[config.mk]
export PLATFORM = sky130hd
export DESIGN_NAME = sequence_pattern_tx_flat
export DESIGN_NICKNAME = d
export VERILOG_FILES = /design/src/rtl/sequence_pattern_tx_pkg.sv /design/src/rtl/sequence_pattern_tx_if.sv /design/src/rtl/sequence_pattern_tx.sv /design/src/flat_wrapper.sv
export SDC_FILE = /design/constraint.sdc
export NUM_CORES = 1
export LEC_CHECK = 0
export CAP_MARGIN = 20
export CORE_MARGIN = 2
export CORE_UTILIZATION = 58
export DETAILED_ROUTE_END_ITERATION = 16
export PLACE_DENSITY_LB_ADDON = 0.15
export SLEW_MARGIN = 20
export SYNTH_ARGS = -nofsm -noshare
export SYNTH_HDL_FRONTEND = slang
export SYNTH_SLANG_ARGS = --single-unit
[constraint.sdc]
create_clock -name clk -period 5.4 [get_ports clk]
set_clock_uncertainty 0.1 [all_clocks]
set_input_delay 0.81 -clock clk [delete_from_list [all_inputs] [get_ports clk]]
set_output_delay 0.81 -clock clk [all_outputs]
set_load 0.005 [all_outputs]
[src/rtl/sequence_pattern_tx_pkg.sv]
// -----------------------------------------------------------------------------
// seq_pkg: definitions shared by the serial pattern transmitter and the
// sequence detectors it drives.
//   tx_state_t : transmitter FSM encoding. ST_PARITY exists only when
//                SEQ_TX_PARITY_EN is defined.
//   SEQ_1011   : canonical detect pattern.
// Configuration macro: SEQ_TX_PARITY_EN
// -----------------------------------------------------------------------------
package seq_pkg;

    typedef enum logic [1:0] {
        ST_IDLE   = 2'd0,
        ST_SEND   = 2'd1,
`ifdef SEQ_TX_PARITY_EN
        ST_PARITY = 2'd2,
`endif
        ST_GAP    = 2'd3
    } tx_state_t;

    localparam logic [3:0] SEQ_1011 = 4'b1011;

endpackage

[src/rtl/sequence_pattern_tx_if.sv]
// -----------------------------------------------------------------------------
// sequence_pattern_tx_if: request handshake plus serial output bundle of the
// pattern transmitter.
//   master : request source (drives req_valid/req_pattern/req_len/req_repeat,
//            observes req_ready and the serial stream)
//   slave  : the transmitter
// -----------------------------------------------------------------------------
interface sequence_pattern_tx_if #(
    parameter int PAT_W = 8,
    parameter int CNT_W = 4
);
    localparam int LEN_W = $clog2(PAT_W) + 1;

    logic             req_valid;
    logic             req_ready;
    logic [PAT_W-1:0] req_pattern;
    logic [LEN_W-1:0] req_len;
    logic [CNT_W-1:0] req_repeat;
    logic             serial_out;
    logic             bit_valid;
    logic             busy;
    logic             done;

    modport master (
        output req_valid, req_pattern, req_len, req_repeat,
        input  req_ready, serial_out, bit_valid, busy, done
    );

    modport slave (
        input  req_valid, req_pattern, req_len, req_repeat,
        output req_ready, serial_out, bit_valid, busy, done
    );
endinterface

[src/rtl/sequence_pattern_tx.sv]
// -----------------------------------------------------------------------------
// sequence_pattern_tx: accepts a pattern request and serializes it MSB-first,
// one bit per clock, optionally repeated with idle gaps between repetitions.
// Ports:
//   clk      : rising-edge clock
//   reset_n  : asynchronous active-low reset
//   bus      : sequence_pattern_tx_if.slave
//              req_valid/req_ready handshake, req_pattern, req_len (0..PAT_W,
//              clamped), req_repeat (extra repetitions), serial_out,
//              bit_valid, busy, done (1-cycle pulse after the final bit)
// Parameters: PAT_W, CNT_W, GAP_BITS (idle cycles between repetitions),
//             IDLE_LEVEL (serial_out level when no bit is sent)
// Configuration macro: SEQ_TX_PARITY_EN appends one even-parity bit after
//   each repetition.
// -----------------------------------------------------------------------------
module sequence_pattern_tx
    import seq_pkg::*;
#(
    parameter int PAT_W      = 8,
    parameter int CNT_W      = 4,
    parameter int GAP_BITS   = 1,
    parameter bit IDLE_LEVEL = 1'b0
) (
    input  logic                  clk,
    input  logic                  reset_n,
    sequence_pattern_tx_if.slave  bus
);

    localparam int LEN_W = $clog2(PAT_W) + 1;
    localparam int IDX_W = (PAT_W > 1) ? $clog2(PAT_W) : 1;
    localparam int GAP_W = (GAP_BITS > 1) ? $clog2(GAP_BITS) : 1;

    function automatic logic [LEN_W-1:0] clamp_len(input logic [LEN_W-1:0] l);
        return (l > LEN_W'(PAT_W)) ? LEN_W'(PAT_W) : l;
    endfunction

    // Ones in the low l bits; bits above the length never reach the output
    // or the parity.
    function automatic logic [PAT_W-1:0] len_mask(input logic [LEN_W-1:0] l);
        logic [PAT_W:0] m;
        m = ((PAT_W+1)'(1) << l) - (PAT_W+1)'(1);
        return m[PAT_W-1:0];
    endfunction

    tx_state_t        state_q;
    logic [IDX_W-1:0] idx_q;
    logic [CNT_W-1:0] reps_q;
    logic [GAP_W-1:0] gap_q;
    logic             serial_q;
    logic             bit_valid_q;
    logic             done_q;
    logic [PAT_W-1:0] pat_q;
    logic [LEN_W-1:0] len_q;

    logic [LEN_W-1:0] len_d;
    logic [PAT_W-1:0] pat_d;
    logic [IDX_W-1:0] first_idx_d;
    logic [IDX_W-1:0] restart_idx;
    logic             accept;
    logic             rep_end;

    assign accept = bus.req_valid && (state_q == ST_IDLE);

    always_comb begin
        len_d       = clamp_len(bus.req_len);
        pat_d       = bus.req_pattern & len_mask(len_d);
        first_idx_d = IDX_W'(len_d - LEN_W'(1));
        restart_idx = IDX_W'(len_q - LEN_W'(1));
`ifdef SEQ_TX_PARITY_EN
        rep_end     = (state_q == ST_PARITY);
`else
        rep_end     = (state_q == ST_SEND) && (idx_q == '0);
`endif
    end

    // Pattern data is only meaningful while busy, so it carries no reset.
    always_ff @(posedge clk) begin
        if (accept) begin
            pat_q <= pat_d;
            len_q <= len_d;
        end
    end

    // Outputs are registered: each branch loads what the next cycle drives.
    always_ff @(posedge clk or negedge reset_n) begin
        if (!reset_n) begin
            state_q     <= ST_IDLE;
            idx_q       <= '0;
            reps_q      <= '0;
            gap_q       <= '0;
            serial_q    <= IDLE_LEVEL;
            bit_valid_q <= 1'b0;
            done_q      <= 1'b0;
        end else begin
            done_q <= 1'b0;
            if (rep_end) begin
                if (reps_q != '0) begin
                    reps_q <= reps_q - 1'b1;
                    if (GAP_BITS > 0) begin
                        state_q     <= ST_GAP;
                        gap_q       <= GAP_W'(GAP_BITS - 1);
                        serial_q    <= IDLE_LEVEL;
                        bit_valid_q <= 1'b0;
                    end else begin
                        state_q     <= ST_SEND;
                        idx_q       <= restart_idx;
                        serial_q    <= pat_q[restart_idx];
                        bit_valid_q <= 1'b1;
                    end
                end else begin
                    state_q     <= ST_IDLE;
                    done_q      <= 1'b1;
                    serial_q    <= IDLE_LEVEL;
                    bit_valid_q <= 1'b0;
                end
            end else begin
                case (state_q)
                    ST_IDLE: begin
                        if (accept) begin
                            reps_q <= bus.req_repeat;
                            // A zero-length request completes without sending.
                            if (len_d == '0) begin
                                done_q <= 1'b1;
                            end else begin
                                state_q     <= ST_SEND;
                                idx_q       <= first_idx_d;
                                serial_q    <= pat_d[first_idx_d];
                                bit_valid_q <= 1'b1;
                            end
                        end
                    end
                    ST_SEND: begin
                        if (idx_q != '0) begin
                            idx_q    <= idx_q - 1'b1;
                            serial_q <= pat_q[idx_q - 1'b1];
                        end
`ifdef SEQ_TX_PARITY_EN
                        else begin
                            state_q  <= ST_PARITY;
                            serial_q <= ^pat_q;
                        end
`endif
                    end
                    ST_GAP: begin
                        if (gap_q == '0) begin
                            state_q     <= ST_SEND;
                            idx_q       <= restart_idx;
                            serial_q    <= pat_q[restart_idx];
                            bit_valid_q <= 1'b1;
                        end else begin
                            gap_q <= gap_q - 1'b1;
                        end
                    end
                    default: begin
                        state_q     <= ST_IDLE;
                        serial_q    <= IDLE_LEVEL;
                        bit_valid_q <= 1'b0;
                    end
                endcase
            end
        end
    end

    assign bus.req_ready  = (state_q == ST_IDLE);
    assign bus.busy       = (state_q != ST_IDLE);
    assign bus.serial_out = serial_q;
    assign bus.bit_valid  = bit_valid_q;
    assign bus.done       = done_q;

endmodule

[src/flat_wrapper.sv]
// flat-port wrapper written by rule: the top's interface ports become plain ports
module sequence_pattern_tx_flat import seq_pkg::*;
#(
    parameter int PAT_W      = 8,
    parameter int CNT_W      = 4,
    parameter int GAP_BITS   = 1,
    parameter bit IDLE_LEVEL = 1'b0
)
  (clk, reset_n, bus_req_valid, bus_req_pattern, bus_req_len, bus_req_repeat, bus_req_ready, bus_serial_out, bus_bit_valid, bus_busy, bus_done);
  sequence_pattern_tx_if #(.PAT_W(PAT_W), .CNT_W(CNT_W)) bus_i ();
  input  logic clk;
  input  logic reset_n;
  input wire logic [$bits(bus_i.req_valid)-1:0] bus_req_valid;
  input wire logic [$bits(bus_i.req_pattern)-1:0] bus_req_pattern;
  input wire logic [$bits(bus_i.req_len)-1:0] bus_req_len;
  input wire logic [$bits(bus_i.req_repeat)-1:0] bus_req_repeat;
  output wire logic [$bits(bus_i.req_ready)-1:0] bus_req_ready;
  output wire logic [$bits(bus_i.serial_out)-1:0] bus_serial_out;
  output wire logic [$bits(bus_i.bit_valid)-1:0] bus_bit_valid;
  output wire logic [$bits(bus_i.busy)-1:0] bus_busy;
  output wire logic [$bits(bus_i.done)-1:0] bus_done;
  assign bus_i.req_valid = bus_req_valid;
  assign bus_i.req_pattern = bus_req_pattern;
  assign bus_i.req_len = bus_req_len;
  assign bus_i.req_repeat = bus_req_repeat;
  assign bus_req_ready = bus_i.req_ready;
  assign bus_serial_out = bus_i.serial_out;
  assign bus_bit_valid = bus_i.bit_valid;
  assign bus_busy = bus_i.busy;
  assign bus_done = bus_i.done;
  sequence_pattern_tx #(.PAT_W(PAT_W), .CNT_W(CNT_W), .GAP_BITS(GAP_BITS), .IDLE_LEVEL(IDLE_LEVEL)) u_core (.clk(clk), .reset_n(reset_n), .bus(bus_i));
endmodule
==> results.yml <==
status:
  status: "complete, no violations"
route:
  via_per_inst: 5.93
  drt_drc_violations_left: 0
  num_vias: 1316
  dr.pass1.iters: 4
  routed_wl_mm: 3.48
  antenna_left: 0
  drt_iter0_drc: 49
  wl_per_cell_um: 15.7
cells_and_area:
  finish.net_count: 225
  synthesis_to_layout_area_growth_pct: 16.0
  final-instance-count-excl-fill: 222
  antenna_cells_inserted: 0
  most-common-layout-cells: "23 x sky130_fd_sc_hd__clkdlybuf4s50_1, 19 x sky130_fd_sc_hd__inv_1, 14 x sky130_fd_sc_hd__ha_1, 12 x sky130_fd_sc_hd__dfrtp_1"
  layout_cell_share_with_drive_strength_beyond_1_pct: 6.81
  fill_cells: 233
  layout.area.seq_sq_um: 631
  most_frequent_standard_cell_in_the_layout_excluding_fill_and_tap_cells: "sky130_fd_sc_hd__clkdlybuf4s50_1"
  multi_input_comb_area_sq_um: 915
min_path:
  min_to: "u_core.idx_q[2]$_DFFE_PN0P_"
  holdCritPathClass: "flop to flop"
  worstHoldStart: "u_core.idx_q[2]$_DFFE_PN0P_"
  min_delay_path_depth: 2
timing:
  layout_min_cycle_time_ns: 3.62
  setup-tns-final_ns: 0
  max_clock_freq_ghz: 0.276
  max_slew.worst_pin.slew_ns: 0.568
  post-route-period-util_pct: 67.1
  finalHoldViolCount: 0
  timing.final.setup_violations: 0
  unrepaired_setup_endpoints_after_global_routing: "no"
  report.final.slew_viol_count: 0
  worst_rel_slew_slack_pct: 62.0
worst_setup_path:
  reg2reg_depth: 7
  critPathRequiredTime_ns: 5.53
  timing.setup.critical_path_class: "primary input to flop"
  cell_with_the_largest_stage_delay_on_the_worst_path: "sky130_fd_sc_hd__clkdlybuf4s50_1"
  timing.reg2reg.setup_slack_ns: 3.17
  crit_top_cell: "sky130_fd_sc_hd__ha_1"
  critical_path.endpoint_type: "flop"
  crit_chain: "clkdlybuf4s50_1 -> nand2b_1 -> ha_1 -> or3b_1 -> ha_1 -> nand3b_1 -> o21ai_0 -> nand2_1 -> and4_1 -> o41ai_2"
  worst_endpoint_data_arrival_time_ns: 3.75
  regToRegEndpoint: "u_core.bus.serial_out$_DFFE_PN0P_"
  timing.critical_path.max_delay_family: "simple AND/OR/NAND/NOR gates"
  crit_path_max_incr_delay_ns: 0.64
  timing.critical_path.fanout_max: 10
  startpoint_type: "primary input"
  worstReg2RegStart: "u_core.idx_q[0]$_DFFE_PN0P_"
  timing.critical_path.buf_inv: 1
global_route:
  wire_length_of_the_first_global_routing_pass_mm: 6.08
  globalRouteTotalUtil_pct: 24.1
  grt_pass1_vias: 1348
  gr-total-overflow: 0
  largest_net_degree_at_the_start_of_global_routing: 13
  antenna_found_initial: 0
clock_tree:
  clock_tree_from_tritoncts: "built"
  clk_latency_ns: 0.32
  cts.htree.levels: 1
  cts_buffers: 3
  ctsRootBufferMaster: "sky130_fd_sc_hd__clkbuf_4"
  clk_transition_reported_paths_ns: 0.13
  clk_path_buf_depth: 2
  cts_hold_buffers: 0
  clock_sink_count: 23
  cts.repair_timing.setup_buffer_count: 0
  post_cts.resized_instances: 0
synthesis:
  yosys_most_used_dff: "sky130_fd_sc_hd__dfrtp_1"
  netlist-cell-type-count: 44
  synth.cell_area_sq_mm: 0.00165
  netlist.area_leader.share_pct: 20.0
  async_reset_ff_share_pct: 52.2
  cell_accounting_for_the_most_synthesized_area: "sky130_fd_sc_hd__edfxtp_1"
  synthesis.instances: 168
  synth.area.top_cells: "sky130_fd_sc_hd__edfxtp_1 20%, sky130_fd_sc_hd__dfrtp_1 18%, sky130_fd_sc_hd__ha_1 11%"
  synth_edf_count: 11
  yosysWarningCount: 0
  synth-seq-area-share_pct: 38.3
  synth-seq-cells: 23
  syn-num-nets: 201
  post_synth.cell_area_avg_sq_um: 9.81
placement:
  replace_congestion: 0.872
  placement.io_buffers: 23
  post-dp-hpwl_mm: 2.79
  numPlacedInstances: 218
floorplanning:
  die_h_um: 57.3
  std_cell_rows: 19
  io_pins: 24
  die_w_um: 57.3
  die_area_sq_mm: 0.00328
  placeableCoreArea_sq_mm: 0.00273
  initial_core_util_pct: 60.3
power:
  ir_worst_vdd_v: 0.000367
  report.power.total_mw: 0.835
  power_density_mw_per_mm2: 437
  leak_pwr_nw: 0.803
flow_run:
  maxCapViolations: 0
worst reg2reg max path: stages, from the launching register on:
cell	delay, ns
sky130_fd_sc_hd__dfrtp_1	0.43
sky130_fd_sc_hd__inv_1	0.08
sky130_fd_sc_hd__ha_1	0.38
sky130_fd_sc_hd__mux4_2	0.52
sky130_fd_sc_hd__o22ai_1	0.16
sky130_fd_sc_hd__o22ai_1	0.13
sky130_fd_sc_hd__a32oi_2	0.22
sky130_fd_sc_hd__o41ai_2	0.10
cell usage after synthesis (2+ instances only):
| cell type | instances |
|---|---|
| sky130_fd_sc_hd__a211oi_1 | 2 |
| sky130_fd_sc_hd__a21oi_1 | 6 |
| sky130_fd_sc_hd__and2_1 | 6 |
| sky130_fd_sc_hd__buf_6 | 2 |
| sky130_fd_sc_hd__dfrtp_1 | 12 |
| sky130_fd_sc_hd__edfxtp_1 | 11 |
| sky130_fd_sc_hd__ha_1 | 14 |
| sky130_fd_sc_hd__inv_1 | 19 |
| sky130_fd_sc_hd__mux2_2 | 2 |
| sky130_fd_sc_hd__mux4_2 | 3 |
| sky130_fd_sc_hd__nand2_1 | 11 |
| sky130_fd_sc_hd__nand2b_1 | 8 |
| sky130_fd_sc_hd__nand3_1 | 3 |
| sky130_fd_sc_hd__nor2_1 | 11 |
| sky130_fd_sc_hd__nor2b_1 | 3 |
| sky130_fd_sc_hd__nor3_1 | 6 |
| sky130_fd_sc_hd__o21ai_0 | 11 |
| sky130_fd_sc_hd__o22ai_1 | 6 |
| sky130_fd_sc_hd__o31ai_1 | 2 |
| sky130_fd_sc_hd__xnor2_1 | 6 |
per-stage QoR:
stage / hold WS (ns) / utilization (%) / cell area, sq um / setup slack [ns]
2_1_floorplan: 0.393 / - / 1650 / 2.30
3_3_place_gp: 0.419 / 69.0 / 1890 / 1.59
3_5_place_dp: 0.419 / 69.0 / 1890 / 1.45
4_1_cts: 0.448 / 69.9 / 1910 / 1.80
5_1_grt: 0.471 / 69.9 / 1910 / 1.60
6_report: 0.448 / 69.9 / 1910 / 1.78
registers in the layout, indices dropped and copies added, names as in the netlist:
register               cells
u_core.bus.bit_valid       1
u_core.bus.done            1
u_core.bus.serial_out      1
u_core.idx_q               3
u_core.len_q               3
u_core.pat_q               8
u_core.reps_q              4
u_core.state_q             2
worst max-delay path by stage:
stage,start,endpoint,cells past startpoint
5_1_grt,bus_req_len[3],u_core.bus.serial_out$_DFFE_PN0P_,9
2_1_floorplan,bus_req_len[3],u_core.bus.serial_out$_DFFE_PN0P_,11
3_5_place_dp,bus_req_len[3],u_core.bus.serial_out$_DFFE_PN0P_,10
3_3_place_gp,bus_req_len[3],u_core.bus.serial_out$_DFFE_PN0P_,10
4_1_cts,bus_req_len[3],u_core.bus.serial_out$_DFFE_PN0P_,10
6_report,bus_req_len[3],u_core.bus.serial_out$_DFFE_PN0P_,10
layer usage:
layer | track usage [%] | vias up | share of wire [%]
met4 | 9.63 | 0 | 2.2
met5 | 0 | - | 0
met2 | 39.2 | 25 | 47
met1 | 32.7 | 633 | 47
li1 | - | 649 | -
met3 | 3.40 | 9 | 3.0
power breakdown:
group          internal (mW)  switching (mW)
clock                 0.0289          0.0527
sequential             0.249          0.0409
combinational          0.224           0.240
layout make-up:
type | count | share of cell area [%]
Sequential cell | 23 | 33.0
Inverter | 19 | 3.73
Timing Repair Buffer | 23 | 12.0
Tap cell | 31 | 2.03
Clock buffer | 4 | 1.37
Multi-Input combinational cell | 122 | 47.8
logic make-up after synthesis:
| family | synth area share [%] |
|---|---|
| AOI/OAI and AO/OA | 17.9 |
| xor gates and xnor gates | 3.19 |
| adders and majority gates | 10.6 |
| buffers and inverters | 6.23 |
| DFF | 38.3 |
| muxes | 6.07 |
| and+or+nand+nor | 17.7 |
Note: power is estimated with default switching activity, not from simulation.
==> RTL edit (same settings) <==
`PAT_W` is set to 8 in 3 places; all go to 16.
--- a/src/rtl/sequence_pattern_tx_if.sv
+++ b/src/rtl/sequence_pattern_tx_if.sv
@@ -8,3 +8,3 @@
 interface sequence_pattern_tx_if #(
-    parameter int PAT_W = 8,
+    parameter int PAT_W = 16,
     parameter int CNT_W = 4
--- a/src/rtl/sequence_pattern_tx.sv
+++ b/src/rtl/sequence_pattern_tx.sv
@@ -18,3 +18,3 @@
 #(
-    parameter int PAT_W      = 8,
+    parameter int PAT_W      = 16,
     parameter int CNT_W      = 4,
--- a/src/flat_wrapper.sv
+++ b/src/flat_wrapper.sv
@@ -3,3 +3,3 @@
 #(
-    parameter int PAT_W      = 8,
+    parameter int PAT_W      = 16,
     parameter int CNT_W      = 4,
Ports: changed (resized bus_req_len and bus_req_pattern); port bits go from 24 to 33. No check against the original RTL was run, so the function may have changed too.
==> RTL edit against the unedited design <==
- first-iteration DRC count grew to 4.2 times the old value
- area after synthesis grew 60%
- design area grew 57%
- largest power group unchanged
- power grew 40%
- count of clock-buffer cells in the layout grew 2
- wire length grew 83%
- final cell count grew 55%
- worst setup slack lost 0.75 ns
- largest cell class unchanged
- register-to-register slack lost 0.58 ns
- sequential cell count grew 10
==> RTL edit: results (changes against the unedited design) <==
Pre-antenna DRT Iters 5 (+1); CP max-delay cell or4_1; Synth cell types 74 (+68%); Synth area leaders edfxtp_1 (23%), dfrtp_1 (12%), mux4_2 (8.6%); dpl hpwl 4950 µm (+77%); Core Box Area 4350 µm² (+59%); Starting DRT DRC Count 208 (+320%); Static Leak 1.19 nW (+48%); CTS root buf clkbuf_8; H-tree depth 2 (+1); Total GRT Usage 26.8% (+2.7 points); clock slew at reported path FFs 0.06 ns (-0.07 ns); commonest cells in the netlist edfxtp_1 (20), inv_1 (20), nor2_1 (19); CP max FO 12 (+2); Post-synth EDFFs 20 (+9); top_reg_cell synth edfxtp_1; synth warn 0 (unchanged); post-CTS sizing 0 (unchanged); Met2 Wirelength 2940 µm (+79%); Clock buf/inv share 2.75% (+1.4 points); bufs w/o clock 33 (+43%); share of cells above drive strength 1 14.4% (+7.6 points); asr flop ratio synth 39.4% (-13 points); number of flip-flops in the largest register 16 (+8); clock sink total 33 (+43%); sequential area share after synthesis 35.2% (-3.1 points); routed wire length 6380 µm (+83%); fillers 337 (+45%); Post-DP Area 2920 µm² (+55%); nonclk inv count 21 (+2); met3 routed WL 408 µm (+280%); utilization after layout 69.0% (-0.94 points); status finished, final reports clean; Synthesized Nets 305 (+52%); vias in the first global route 2100 (+56%); Via density 6.42 (+8.3%); first-pass GRT wire length 10600 µm (+74%); CP peak stage delay 0.53 ns (-0.11 ns); gp weighted congestion 0.939 (+7.6%); multi-input combinational area share 50.7% (+2.9 points); port bufs 32 (+39%); Clk pwr share 15.2% (+5.4 points); Seq/total area 30.8% (-2.2 points); final-stage net count 332 (+48%); M1 WL 2930 µm (+78%); Logic power comb 0.564 mW (+22%); Multi-In Gates 196 (+61%); maximum vdd drop 0.287 mV (-22%); Num CTS Buffers 5 (+2); switch share 37.5% (-2.4 points); NonClk Buf Share 10.9% (-1.1 points); CP arrival 4.48 ns (+0.73 ns); Tightest Pin Transition 1.06 ns (+0.491 ns); Clock buffer cells 6 (+2); pin count of the biggest net entering global routing 22 (+9); Worst-Skew Late Latency 0.28 ns (-0.04 ns)
RTL edit: changes by cell type after synthesis, moves of 4 or more:
cell      delta
a21boi_0     +5
a21oi_1      +8
and2_1       -4
edfxtp_1     +9
mux4_2       +7
nand2b_1     -4
nand3_1      +7
nor2_1       +8
o22ai_1      -4
xor2_1       +5
RTL edit: worst paths after layout:
| check | slack (ns) | to | start | depth (start not counted) |
|---|---|---|---|---|
| min reg2reg | 0.39 | u_core.bus.bit_valid | u_core.bus.bit_valid | 1 |
| max reg2reg | 2.59 | u_core.reps_q[2] | u_core.state_q[1] | 7 |
| max in group asynchronous | 3.99 | u_core.state_q[1] | reset_n | 1 |
| min in group asynchronous | 0.81 | u_core.idx_q[2] | reset_n | 1 |
| max | 1.03 | u_core.bus.serial_out | bus_req_len[0] | 13 |
| min | 0.39 | u_core.bus.bit_valid | u_core.bus.bit_valid | 1 |
RTL edit: logic make-up (layout without fill, tap and decap cells):
family	Yosys count	count (layout)	share of synthesized area (%)
adder cells (fa/ha/maj)	14	14	6.65
XOR/XNOR	9	9	2.99
flip-flops	33	33	35.2
AND/OR/NAND/NOR	89	89	19.1
multiplexers	13	13	9.79
AO/OA/AOI/OAI	71	71	19.3
buffers and inverters	34	62	6.94
RTL edit: routing by layer:
metal | global-route usage (%) | up-vias
li1 | - | 1037
met4 | 6.71 | 0
met2 | 40.2 | 85
met1 | 41.2 | 1068
met3 | 3.80 | 13
met5 | 0 | -
RTL edit: stage by stage:
stage / cells / worst slack [ns] / power [mW] / hold slack [ns]
after CTS: 343 / 1.04 / 1.17 / 0.402
after floorplan: 263 / 1.77 / 0.825 / 0.363
after global routing: 343 / 0.736 / 1.25 / 0.426
final: 343 / 1.03 / 1.17 / 0.393
after global placement: 335 / 0.856 / 0.977 / 0.369
after detailed placement: 335 / 0.760 / 0.992 / 0.383
